`config.mk`:
```
export PLATFORM = sky130hd
export DESIGN_NAME = uart_rx_frontend
export DESIGN_NICKNAME = d
export VERILOG_FILES = /design/src/rtl/uart_rx_frontend.sv
export SDC_FILE = /design/constraint.sdc
export NUM_CORES = 1
export LEC_CHECK = 0
export CORE_MARGIN = 4
export CORE_UTILIZATION = 55
export DETAILED_ROUTE_END_ITERATION = 12
export HOLD_SLACK_MARGIN = 0.05
export PLACE_DENSITY = 0.81
export SLEW_MARGIN = 15
export SYNTH_ARGS = -nofsm -noshare
export SYNTH_HDL_FRONTEND = slang
export SYNTH_SLANG_ARGS = --single-unit
```
`constraint.sdc`:
```
create_clock -name clk -period 2.6 [get_ports clk]
set_input_delay 0.52 -clock clk [delete_from_list [all_inputs] [get_ports clk]]
set_output_delay 0.52 -clock clk [all_outputs]
set_load 0.02 [all_outputs]
```
`src/rtl/uart_rx_frontend.sv`:
```
// rtl/uart_rx_frontend.sv - 8N1 UART receiver with mid-bit sampling, stop-bit check and show-ahead byte FIFO
module uart_rx_frontend #(
    parameter int FREQ  = 12000000,
    parameter int BAUD  = 9600,
    parameter int DEPTH = 4
) (
    input  logic                     clk,
    input  logic                     rst,
    input  logic                     rx,
    output logic [7:0]               rx_data,
    output logic                     rx_valid,
    input  logic                     rx_ready,
    output logic                     frame_err,
    output logic                     overrun,
    output logic                     busy,
    output logic [$clog2(DEPTH):0]   fifo_count
);

    localparam int DIV  = FREQ / BAUD;
    localparam int HALF = DIV / 2;
    localparam int AW   = $clog2(DEPTH);

    typedef enum logic [2:0] {
        S_IDLE,
        S_START,
        S_DATA,
        S_STOP,
        S_BREAK
    } state_t;

    state_t      state, state_n;
    logic        rx_q1, rx_s;
    logic [19:0] cnt, cnt_n;
    logic [2:0]  bit_idx, bit_idx_n;
    logic [7:0]  shreg, shreg_n;
    logic        push, frame_err_n;

    logic [7:0]  mem [DEPTH];
    logic [AW:0] wr_ptr, rd_ptr;
    logic        full, pop, push_ok;

    // Two-flop synchroniser; resets to the idle-high line level.
    always_ff @(posedge clk) begin
        if (rst) begin
            rx_q1 <= 1'b1;
            rx_s  <= 1'b1;
        end else begin
            rx_q1 <= rx;
            rx_s  <= rx_q1;
        end
    end

    always_ff @(posedge clk) begin
        if (rst) begin
            state     <= S_IDLE;
            cnt       <= '0;
            bit_idx   <= '0;
            shreg     <= '0;
            frame_err <= 1'b0;
        end else begin
            state     <= state_n;
            cnt       <= cnt_n;
            bit_idx   <= bit_idx_n;
            shreg     <= shreg_n;
            frame_err <= frame_err_n;
        end
    end

    always_comb begin
        state_n     = state;
        cnt_n       = '0;
        bit_idx_n   = bit_idx;
        shreg_n     = shreg;
        push        = 1'b0;
        frame_err_n = 1'b0;
        case (state)
            S_IDLE: begin
                if (!rx_s) state_n = S_START;
            end
            S_START: begin
                cnt_n = cnt + 20'd1;
                if (cnt == 20'(HALF - 1)) begin
                    cnt_n = '0;
                    if (rx_s) begin
                        state_n = S_IDLE;
                    end else begin
                        state_n   = S_DATA;
                        bit_idx_n = 3'd0;
                    end
                end
            end
            S_DATA: begin
                cnt_n = cnt + 20'd1;
                if (cnt == 20'(DIV - 1)) begin
                    cnt_n   = '0;
                    shreg_n = {rx_s, shreg[7:1]};
                    if (bit_idx == 3'd7) state_n = S_STOP;
                    else bit_idx_n = bit_idx + 3'd1;
                end
            end
            S_STOP: begin
                cnt_n = cnt + 20'd1;
                if (cnt == 20'(DIV - 1)) begin
                    cnt_n = '0;
                    if (rx_s) begin
                        push    = 1'b1;
                        state_n = S_IDLE;
                    end else begin
                        frame_err_n = 1'b1;
                        state_n     = S_BREAK;
                    end
                end
            end
            S_BREAK: begin
                // A held-low line parks here so it reports only one framing error.
                if (rx_s) state_n = S_IDLE;
            end
            default: state_n = S_IDLE;
        endcase
    end

    assign busy       = (state != S_IDLE);
    assign fifo_count = wr_ptr - rd_ptr;
    assign rx_valid   = (fifo_count != '0);
    assign full       = (fifo_count == (AW + 1)'(DEPTH));
    assign pop        = rx_valid && rx_ready;
    // A pop on the same edge frees the slot, so a full FIFO still accepts the byte.
    assign push_ok    = push && (!full || pop);
    assign rx_data    = rx_valid ? mem[rd_ptr[AW-1:0]] : 8'h00;

    always_ff @(posedge clk) begin
        if (push_ok) mem[wr_ptr[AW-1:0]] <= shreg;
    end

    always_ff @(posedge clk) begin
        if (rst) begin
            wr_ptr  <= '0;
            rd_ptr  <= '0;
            overrun <= 1'b0;
        end else begin
            overrun <= push && !push_ok;
            if (push_ok) wr_ptr <= wr_ptr + 1'b1;
            if (pop)     rd_ptr <= rd_ptr + 1'b1;
        end
    end

endmodule

```
==> results_dict.tcl <==
set metrics [dict create \
    tightest_slew_ps 719 \
    syn_to_final_growth_pct 17.5 \
    grt_antenna_before_repair 0 \
    synth_top_area_cell "edfxtp_1" \
    synth_area_leaders "edfxtp_1 (28%), dfxtp_1 (27%), mux4_2 (5.3%)" \
    dp_slack_ps -62.1 \
    worstHoldEndpoint "rx_s$_SDFF_PP1_" \
    period_needed_ps 2600 \
    wl_per_cell_um 16.1 \
    ff2ff_path_depth 10 \
    clkSlewWorstSetupHoldPaths_ps 80 \
    peakVddDrop_mv 0.430 \
    routedLengthMet1_um 2940 \
    grt_pass1_wl_um 10600 \
    coreArea_sq_mm 0.00596 \
    syn-num-nets 304 \
    crit-reg2reg-capture "mem[0][5]$_DFFE_PP_" \
    dp_hpwl_um 4250 \
    cp-start-kind "flop" \
    max_freq_mhz 385 \
    p_sw_share_pct 22.8 \
    synthArstFlopShare_pct 0 \
    setup_viol 0 \
    synth_edf_count 32 \
    worst_r2r_startpoint "wr_ptr[0]$_SDFFE_PP0N_" \
    min_path_cells 1 \
    io_pins 19 \
    final-hold-violation-count 0 \
    io_buffers 18 \
    die_y_um 86.7 \
    combinationalPowerShare_pct 1.4 \
    timing.final.crit_share_pct 99.9 \
    status "finished, final reports clean" \
    avgSynthCellArea_sq_um 11.8 \
    critPathMaxFanout 5 \
    vias_per_cell 5.44 \
    finalMaxSlewViolations 0 \
    cp.arrival_ps 2080 \
    ys_seq_area_share_pct 55.2 \
    rrSetupSlack_ps 140 \
    cts_buffer_depth 2 \
    synth_cells 288 \
    layout-drive-gt1-share_pct 22.1 \
    end_kind "output port" \
    ys_warn_count 0 \
    fin_nets 342 \
    synthDominantCellAreaShare_pct 28.2 \
    antenna_cells 0 \
    clock_latency_ps 360 \
    leakage_nw 1.47 \
    worstHoldStart "rx_q1$_SDFF_PP1_" \
    finalClockSkew_ps 11.2 \
    grt_max_degree 21 \
    p_seq_share_pct 59.8 \
    wl_met3_um 177 \
    ys.flop_type "dfxtp_1" \
    maxSlewHeadroom_pct 51.7 \
    wl_um 6550 \
    dr_wl_met2_um 3330 \
    antenna_left 0 \
    track_usage_pct 18.5 \
    firstDrtPassIters 4 \
    rows 28 \
    min_path_type "flop to flop" \
    worst-setup-path-type "flop to output port" \
    drc 0 \
    die-width_um 86.7 \
    critPathRequiredTime_ps 2080 \
    switchingPower_mw 0.484 \
    die-area_sq_mm 0.00752 \
    root_buffer "clkbuf_8" \
    vias 2209 \
    overflow 0 \
    start_util_pct 57.2 \
    powerDensity_mw_per_mm2 529 \
    top_layer "met4" \
    cts_buffers 9 \
    cts.sinks 78 \
    p_int_mw 1.63 \
    clockPowerShare_pct 38.8 \
    syn-cell-area_sq_mm 0.00341 \
    tns_ps 0 \
    cts_htree_levels 3 \
    fin_ws_ps 2.28 \
    rsz0062_at_grt "yes" \
    gp_congestion 0.792 \
    cts_tree "yes" \
    drt_iter0_markers 93 \
    synth-seq-cells 78 \
    synth_cell_types 46 \
    synth_most_common_cell "dfxtp_1" \
    synthTopCellsByCount "dfxtp_1 (46), nor2_1 (43), edfxtp_1 (32)" \
    maxCapViolCount 0 \
    grt_pass1_vias 2214 \
]
-- metal layers --
layer / vias to the layer above / GRT usage [%]
li1: 1095 / -
met1: 1078 / 22.7
met2: 27 / 30.7
met3: 9 / 4.09
met4: 0 / 9.21
met5: - / 0
-- power by group through the flow --
stage,Sequential (mW),Combinational [mW],Clock (mW)
floorplan,1.29,0.0179,0
detailed placement,1.30,0.0291,0
CTS,1.27,0.0294,0.839
finish,1.27,0.0295,0.821
global placement,1.30,0.0286,0
global route,1.27,0.0322,0.905
-- logic make-up (layout without fill, tap and decap cells) --
| kind of cell | count (synthesis) | count (layout) | synth area share [%] |
|---|---|---|---|
| buffers and inverters | 22 | 65 | 2.53 |
| adders and majority gates | 12 | 12 | 4.63 |
| xor gates and xnor gates | 23 | 23 | 6.31 |
| muxes | 20 | 20 | 8.81 |
| DFF | 78 | 78 | 55.2 |
| and+or+nand+nor | 121 | 121 | 19.3 |
| AOI/OAI and AO/OA | 12 | 12 | 3.16 |
-- worst max-delay path by stage --
stage / to / from
2_1_floorplan: rx_data[0] / wr_ptr[0]$_SDFFE_PP0N_
3_3_place_gp: rx_data[4] / wr_ptr[0]$_SDFFE_PP0N_
3_5_place_dp: rx_data[2] / wr_ptr[0]$_SDFFE_PP0N_
4_1_cts: rx_data[6] / wr_ptr[0]$_SDFFE_PP0N_
5_1_grt: rx_data[4] / wr_ptr[0]$_SDFFE_PP0N_
6_report: rx_data[5] / wr_ptr[0]$_SDFFE_PP0N_
-- layout by cell type, fill, tap and decap left out, types with 10 or more instances in the layout --
cell,instances
nor2_1,43
xor2_1,13
dfxtp_1,45
and2_1,10
inv_1,11
nand3_1,10
mux2i_1,12
nand2_1,16
edfxtp_1,32
buf_4,14
ha_1,10
-- critical path: stages (launching register included) --
cell     delay, ps
dfxtp_2        340
inv_2           50
ha_4           150
fa_2           340
xnor3_1        260
nand3_2        150
buf_6          170
and2_1         120
buf_2          150
-- registers in the layout, summed over array words and instances (netlist names), named ones only --
| register | flops |
|---|---|
| mem | 32 |
| cnt | 20 |
| shreg | 8 |
| bit_idx | 3 |
| rd_ptr | 3 |
| state | 3 |
| wr_ptr | 3 |
| frame_err | 1 |
| overrun | 1 |
| rx_q1 | 1 |
| rx_s | 1 |
-- final cells by class --
type | instances | area (sq um)
Multi-Input combinational cell | 188 | 1470
Sequential cell | 78 | 1880
Timing Repair Buffer | 37 | 335
Fill cell | 444 | 1950
Tap cell | 75 | 93.8
Clock buffer | 9 | 124
Clock inverter | 7 | 56.3
Inverter | 12 | 45.0
-- metrics by stage --
stage	cells	power (mW)	hold slack [ps]	utilization (%)	cell area [sq um]
after floorplan	288	1.31	389	-	3410
after global placement	386	1.32	402	63.7	3790
final	406	2.12	424	67.2	4010
after global routing	406	2.20	444	67.2	4010
after detailed placement	386	1.32	413	63.7	3790
after CTS	404	2.14	433	66.2	3950
-- what timing repair did --
item | CTS | global route
gates resized for setup | 41 | 17
cloned | 0 | 1
hold buffers | 0 | 0
setup endpoints to repair | 11 | 39
pin swaps | 0 | 0
setup buffers | 2 | 1
No activity file was read; power rests on OpenSTA's default activity.
